## config.mk

```make
export PLATFORM = sky130hd
export DESIGN_NAME = operand_stage
export DESIGN_NICKNAME = d
export VERILOG_FILES = /design/src/rtl/operand_stage_pkg.sv /design/src/rtl/operand_stage_regfile.sv /design/src/rtl/operand_stage.sv
export SDC_FILE = /design/constraint.sdc
export NUM_CORES = 2
export LEC_CHECK = 0
export CAP_MARGIN = 25
export CORE_ASPECT_RATIO = 1.4
export CORE_MARGIN = 2
export CORE_UTILIZATION = 45
export DETAILED_ROUTE_END_ITERATION = 6
export GPL_TIMING_DRIVEN = 0
export MAX_ROUTING_LAYER = met4
export PLACE_DENSITY = 0.58
export REMOVE_ABC_BUFFERS = 1
export SLEW_MARGIN = 20
export SYNTH_ARGS = -nofsm -noshare
export SYNTH_HDL_FRONTEND = slang
export SYNTH_SLANG_ARGS = --single-unit
```

## constraint.sdc

```tcl
create_clock -name clk_i -period 1.9 [get_ports clk_i]
set_input_delay 0.38 -clock clk_i [delete_from_list [all_inputs] [get_ports clk_i]]
set_output_delay 0.38 -clock clk_i [all_outputs]
set_load 0.005 [all_outputs]
```

## src/rtl/operand_stage_pkg.sv

```systemverilog
// Shared core definitions: datapath widths, ALU operation encoding and the
// ID/EX pipeline entry handed from the operand stage to the ALU.
package operand_stage_pkg;

  localparam int XLen  = 32;
  localparam int NRegs = 32;
  localparam int AddrW = $clog2(NRegs);
  localparam int NOps  = 5;
  localparam int OpW   = $clog2(NOps);

  typedef enum logic [OpW-1:0] {
    ALU_ADD = 3'd0,
    ALU_SUB = 3'd1,
    ALU_AND = 3'd2,
    ALU_OR  = 3'd3,
    ALU_XOR = 3'd4
  } alu_op_e;

  typedef struct packed {
    logic signed [XLen-1:0] a;
    logic signed [XLen-1:0] b;
    alu_op_e                alu_control;
    logic [AddrW-1:0]       rd;
    logic                   reg_write;
  } id_ex_t;

endpackage

```

## src/rtl/operand_stage_regfile.sv

```systemverilog
// Integer register file: two combinational read ports with same-cycle
// write-back bypass, one write port, x0 hardwired to zero.
module operand_stage_regfile #(
  parameter int XLen  = operand_stage_pkg::XLen,
  parameter int NRegs = operand_stage_pkg::NRegs
) (
  input  logic                     clk_i,
  input  logic                     rst_ni,
  input  logic [$clog2(NRegs)-1:0] rs1_addr_i,
  input  logic [$clog2(NRegs)-1:0] rs2_addr_i,
  output logic [XLen-1:0]          rs1_data_o,
  output logic [XLen-1:0]          rs2_data_o,
  input  logic                     wb_en_i,
  input  logic [$clog2(NRegs)-1:0] wb_addr_i,
  input  logic [XLen-1:0]          wb_data_i
);

  localparam int AddrW = $clog2(NRegs);

  logic [XLen-1:0] mem [NRegs];

  always_ff @(posedge clk_i or negedge rst_ni) begin
    if (!rst_ni) begin
      for (int i = 0; i < NRegs; i++) mem[i] <= '0;
    end else if (wb_en_i && (wb_addr_i != '0)) begin
      mem[wb_addr_i] <= wb_data_i;
    end
  end

  // Bypass lets an instruction captured in the write-back cycle see the new value.
  assign rs1_data_o = (rs1_addr_i == '0) ? '0 :
                      (wb_en_i && (wb_addr_i == rs1_addr_i)) ? wb_data_i : mem[rs1_addr_i];
  assign rs2_data_o = (rs2_addr_i == '0) ? '0 :
                      (wb_en_i && (wb_addr_i == rs2_addr_i)) ? wb_data_i : mem[rs2_addr_i];

endmodule

```

## src/rtl/operand_stage.sv

```systemverilog
// Decode-to-execute operand stage: register read with bypass, operand B
// select, and a one-entry ID/EX register with handshake, flush and refresh.
module operand_stage #(
  parameter int XLen  = operand_stage_pkg::XLen,
  parameter int NRegs = operand_stage_pkg::NRegs,
  parameter int NOps  = operand_stage_pkg::NOps
) (
  input  logic                     clk_i,
  input  logic                     rst_ni,
  input  logic                     in_valid_i,
  output logic                     in_ready_o,
  input  logic [$clog2(NRegs)-1:0] rs1_addr_i,
  input  logic [$clog2(NRegs)-1:0] rs2_addr_i,
  input  logic [$clog2(NRegs)-1:0] rd_addr_i,
  input  logic [XLen-1:0]          imm_i,
  input  logic                     use_imm_i,
  input  logic [$clog2(NOps)-1:0]  alu_control_i,
  input  logic                     reg_write_i,
  input  logic                     flush_i,
  input  logic                     wb_en_i,
  input  logic [$clog2(NRegs)-1:0] wb_addr_i,
  input  logic [XLen-1:0]          wb_data_i,
  output logic                     out_valid_o,
  input  logic                     out_ready_i,
  output logic [XLen-1:0]          a_o,
  output logic [XLen-1:0]          b_o,
  output logic [$clog2(NOps)-1:0]  alu_control_o,
  output logic [$clog2(NRegs)-1:0] rd_addr_o,
  output logic                     reg_write_o
);

  import operand_stage_pkg::*;

  localparam int AddrW = $clog2(NRegs);

  logic [XLen-1:0]  rs1_data, rs2_data;
  logic [XLen-1:0]  a_p0, b_p0;
  logic             in_fire, out_fire;
  id_ex_t           ex_p1;
  logic             vld_p1;
  logic [AddrW-1:0] rs1_p1, rs2_p1;
  logic             use_imm_p1;
  logic             wb_live, refresh_a, refresh_b;

  operand_stage_regfile #(
    .XLen  (XLen),
    .NRegs (NRegs)
  ) u_regfile (
    .clk_i      (clk_i),
    .rst_ni     (rst_ni),
    .rs1_addr_i (rs1_addr_i),
    .rs2_addr_i (rs2_addr_i),
    .rs1_data_o (rs1_data),
    .rs2_data_o (rs2_data),
    .wb_en_i    (wb_en_i),
    .wb_addr_i  (wb_addr_i),
    .wb_data_i  (wb_data_i)
  );

  // p0: operand selection and handshake
  assign a_p0       = rs1_data;
  assign b_p0       = use_imm_i ? imm_i : rs2_data;
  assign in_ready_o = !vld_p1 || out_ready_i;
  assign in_fire    = in_valid_i && in_ready_o && !flush_i;
  assign out_fire   = vld_p1 && out_ready_i;

  // Refresh keeps a stalled entry coherent with write-backs that land after capture.
  assign wb_live   = vld_p1 && !in_fire && !flush_i && wb_en_i && (wb_addr_i != '0);
  assign refresh_a = wb_live && (wb_addr_i == rs1_p1);
  assign refresh_b = wb_live && (wb_addr_i == rs2_p1) && !use_imm_p1;

  // p1: ID/EX pipeline register
  always_ff @(posedge clk_i or negedge rst_ni) begin
    if (!rst_ni) begin
      vld_p1     <= 1'b0;
      ex_p1      <= '0;
      rs1_p1     <= '0;
      rs2_p1     <= '0;
      use_imm_p1 <= 1'b0;
    end else if (flush_i) begin
      vld_p1 <= 1'b0;
    end else if (in_fire) begin
      vld_p1            <= 1'b1;
      ex_p1.a           <= a_p0;
      ex_p1.b           <= b_p0;
      ex_p1.alu_control <= alu_op_e'(alu_control_i);
      ex_p1.rd          <= rd_addr_i;
      ex_p1.reg_write   <= reg_write_i;
      rs1_p1            <= rs1_addr_i;
      rs2_p1            <= rs2_addr_i;
      use_imm_p1        <= use_imm_i;
    end else begin
      if (out_fire) vld_p1 <= 1'b0;
      if (refresh_a) ex_p1.a <= wb_data_i;
      if (refresh_b) ex_p1.b <= wb_data_i;
    end
  end

  assign out_valid_o   = vld_p1;
  assign a_o           = ex_p1.a;
  assign b_o           = ex_p1.b;
  assign alu_control_o = ex_p1.alu_control;
  assign rd_addr_o     = ex_p1.rd;
  assign reg_write_o   = vld_p1 && ex_p1.reg_write;

endmodule

```

==> qor.csv <==
metric;value;unit
status;finished with violations;
violations;negative hold slack, negative setup slack;
cp_slowest_cell;nor4_2;
cts_tree;yes;
crit_fanout;22;
synth_top_family_by_area;multiplexers;
fin_util;0.545;
ys_seq_area_frac;0.477;
route.final.wire_length;206;mm
reg2reg_depth;9;
clock_path_buffers;3;
whs;-302;ps
cts_root_buffer;clkbuf_16;
synth_cells;3952;
ys_warn_count;0;
finalWorstSetupSlack;-251;ps
synth_cell_type_count;47;
path_common_cell;buf_16;
numCtsBuffers;112;
initial_core_util;0.452;
synth.avg_cell_area;14.7;um^2
num_vias;39000;
synth_compound_area_frac;0.0438;
dp_slack;-2460;ps
maxCapViolCount;0;
final_max_slew_viol_count;0;
io_buffers;169;
drt_iter0_drc;4538;
numClockSinks;1109;
peakVddDrop;0.000921;V
worst_pin_slew;868;ps
worstSetupStartpointType;primary input;
antenna_found_initial;4;
power;69.4;mW
grt.total_usage;0.310;
netlist_area;58200;um^2
holdCritPathClass;primary input to asynchronous set/reset pin;
yosysTopAreaCell;dfrtp_1;
core_area;129000;um^2
fin_crit_sh;1.13;
synthArstFlopShare;1.00;
critPathLaunch;rs1_addr_i[2];
post_drt_wl_per_cell;35.4;um
cp_cell_sequence;buf_16 -> buf_16 -> xor2_1 -> nor4_2 -> nand3_4 -> buf_12 -> o21ai_4 -> buf_16 -> buf_16 -> a221o_1;
synth-main-ff-cell;dfrtp_1;
crit_cells;10;
cpPeakStageDelay;550;ps
cp_top_family;buffers and inverters;
min_period;2150;ps
ios;170;
worstReg2RegStart;out_valid_o;
endpoint_kind;flop;
synthToLayoutAreaGrowth;20.6;%
synth-adder-area-share;0;
insertion_delay;740;ps
crit_required;2550;ps
dr.pass1.iters;6;
cp.buffers_inverters;5;
rr_endpoint;b_o[29];
synth-simple-area-share;0.0326;
grt_pass1_wl;287;mm
final_cells;5809;
via_per_inst;6.72;
cellPowerDensity;989;nW/um^2
synth_edf_count;0;
die-area;132000;um^2
grt_setup_unrepaired;yes;
fmax;465;MHz
synth_xor_area_frac;0.00301;
yosys-top-cells-area;dfrtp_1, mux4_2, mux2_2, a22oi_1, clkbuf_1;
slew_headroom;0.420;
r2r_slack;-120;ps
drive_gt1_frac;0.527;
finalSetupViolations;56;
final_cell_mix;dfrtp_1, mux2_2, mux4_2, nand2_1, a22oi_1;
yosys_register_bits;1109;
die_h;430;um
place_inst;5437;
fin_nets;4147;
grt_max_degree;142;
htree_levels;3;
postRouteAntennaNets;0;
worst_ep_arrival_time;2810;ps
skew;25.0;ps
synth_top_area_share;0.477;
grt_pass1_vias;39800;
finalHoldViolations;304;
muxShareOfSynthArea;0.401;
std_cell_rows;156;
final_common_cell;dfrtp_1;
place_congestion;0.754;
clkTransAtPathRegs;60;ps
criticalPathCategory;primary input to flop;
leakagePower;30.6;nW
grt_overflow;0;
drc;0;
hpwl;120;mm
die_w;308;um
==> worst max-delay path by stage <==
stage	end
2_1_floorplan	u_regfile.mem[768]
3_3_place_gp	a_o[4]
3_5_place_dp	u_regfile.mem[771]
4_1_cts	u_regfile.mem[858]
5_1_grt	a_o[7]
6_report	a_o[7]
==> flip-flops by register name, indices dropped and copies added (netlist names) <==
register and count:
rd_addr_o 5, rs1_p1 5, use_imm_p1 1, out_valid_o 1
ex_p1 1, a_o 32, rs2_p1 5, alu_control_o 3
b_o 32, u_regfile.mem 1024
==> cells in the mapped netlist, types with 7 or more instances <==
| cell type | count |
|---|---|
| xor2_1 | 18 |
| a22oi_1 | 160 |
| mux4_2 | 512 |
| a221o_1 | 32 |
| nand2_1 | 204 |
| nor2b_1 | 7 |
| clkbuf_1 | 261 |
| nor2_1 | 50 |
| nor3_1 | 8 |
| a32oi_1 | 32 |
| mux2_2 | 988 |
| and4_1 | 32 |
| buf_1 | 53 |
| buf_2 | 124 |
| buf_6 | 8 |
| nand3_1 | 69 |
| o221ai_1 | 32 |
| o22ai_1 | 62 |
| dfrtp_1 | 1109 |
| buf_4 | 79 |
| mux2i_1 | 64 |
==> cell type report <==
type / count / area (um^2)
sequential: 1109 / 27800
fill: 10300 / 58600
inverter: 1 / 3.75
clock buffer: 161 / 3320
timing repair buffer: 511 / 7600
multi-input combinational: 2317 / 28900
tap: 1659 / 2080
antenna: 4 / 10.0
clock inverter: 47 / 512
==> worst register-to-register path, delay by kind of cell (launching register included) <==
family / cells / cell delay, ps
compound gates: 2 / 470
buf+inv: 4 / 580
flops: 1 / 410
simple gates: 3 / 410
==> cell families after synthesis <==
kind of cell	Yosys count
flip-flops	1109
AND/OR/NAND/NOR	401
AO/OA/AOI/OAI	328
multiplexers	1568
XOR/XNOR	20
buffers and inverters	526
==> power breakdown <==
| part | switching [mW] | internal (mW) | leakage, nW |
|---|---|---|---|
| registers | 3.35 | 28.1 | 14.2 |
| clock network | 10.1 | 13.2 | 1.91 |
| logic | 5.69 | 9.00 | 14.5 |
==> per-stage QoR <==
stage | area [um^2] | TNS (ps)
after CTS | 68800 | -34930
after global placement | 59500 | -
after floorplan | 55700 | -685390
final | 70200 | -6990
after global routing | 70200 | -15960
after detailed placement | 63400 | -1888470
==> per-layer routing <==
layer  vias to the layer above  GRT usage  routed length [um]
met5                         -          -                   0
met4                         0      0.128                9040
met2                      2002      0.472               97600
li1                      15400          -                   -
met3                       494     0.0536               17500
met1                     21100      0.413               81600
==> timing repair <==
item                       4_1_cts  5_1_grt
hold buffers                     2       12
gates cloned                    20       21
setup buffers                   67       41
hold endpoints to repair       198      111
setup endpoints to repair     1356      640
resized for setup              136      139
pin swaps                       29       62
(Power assumes the default switching activity.)
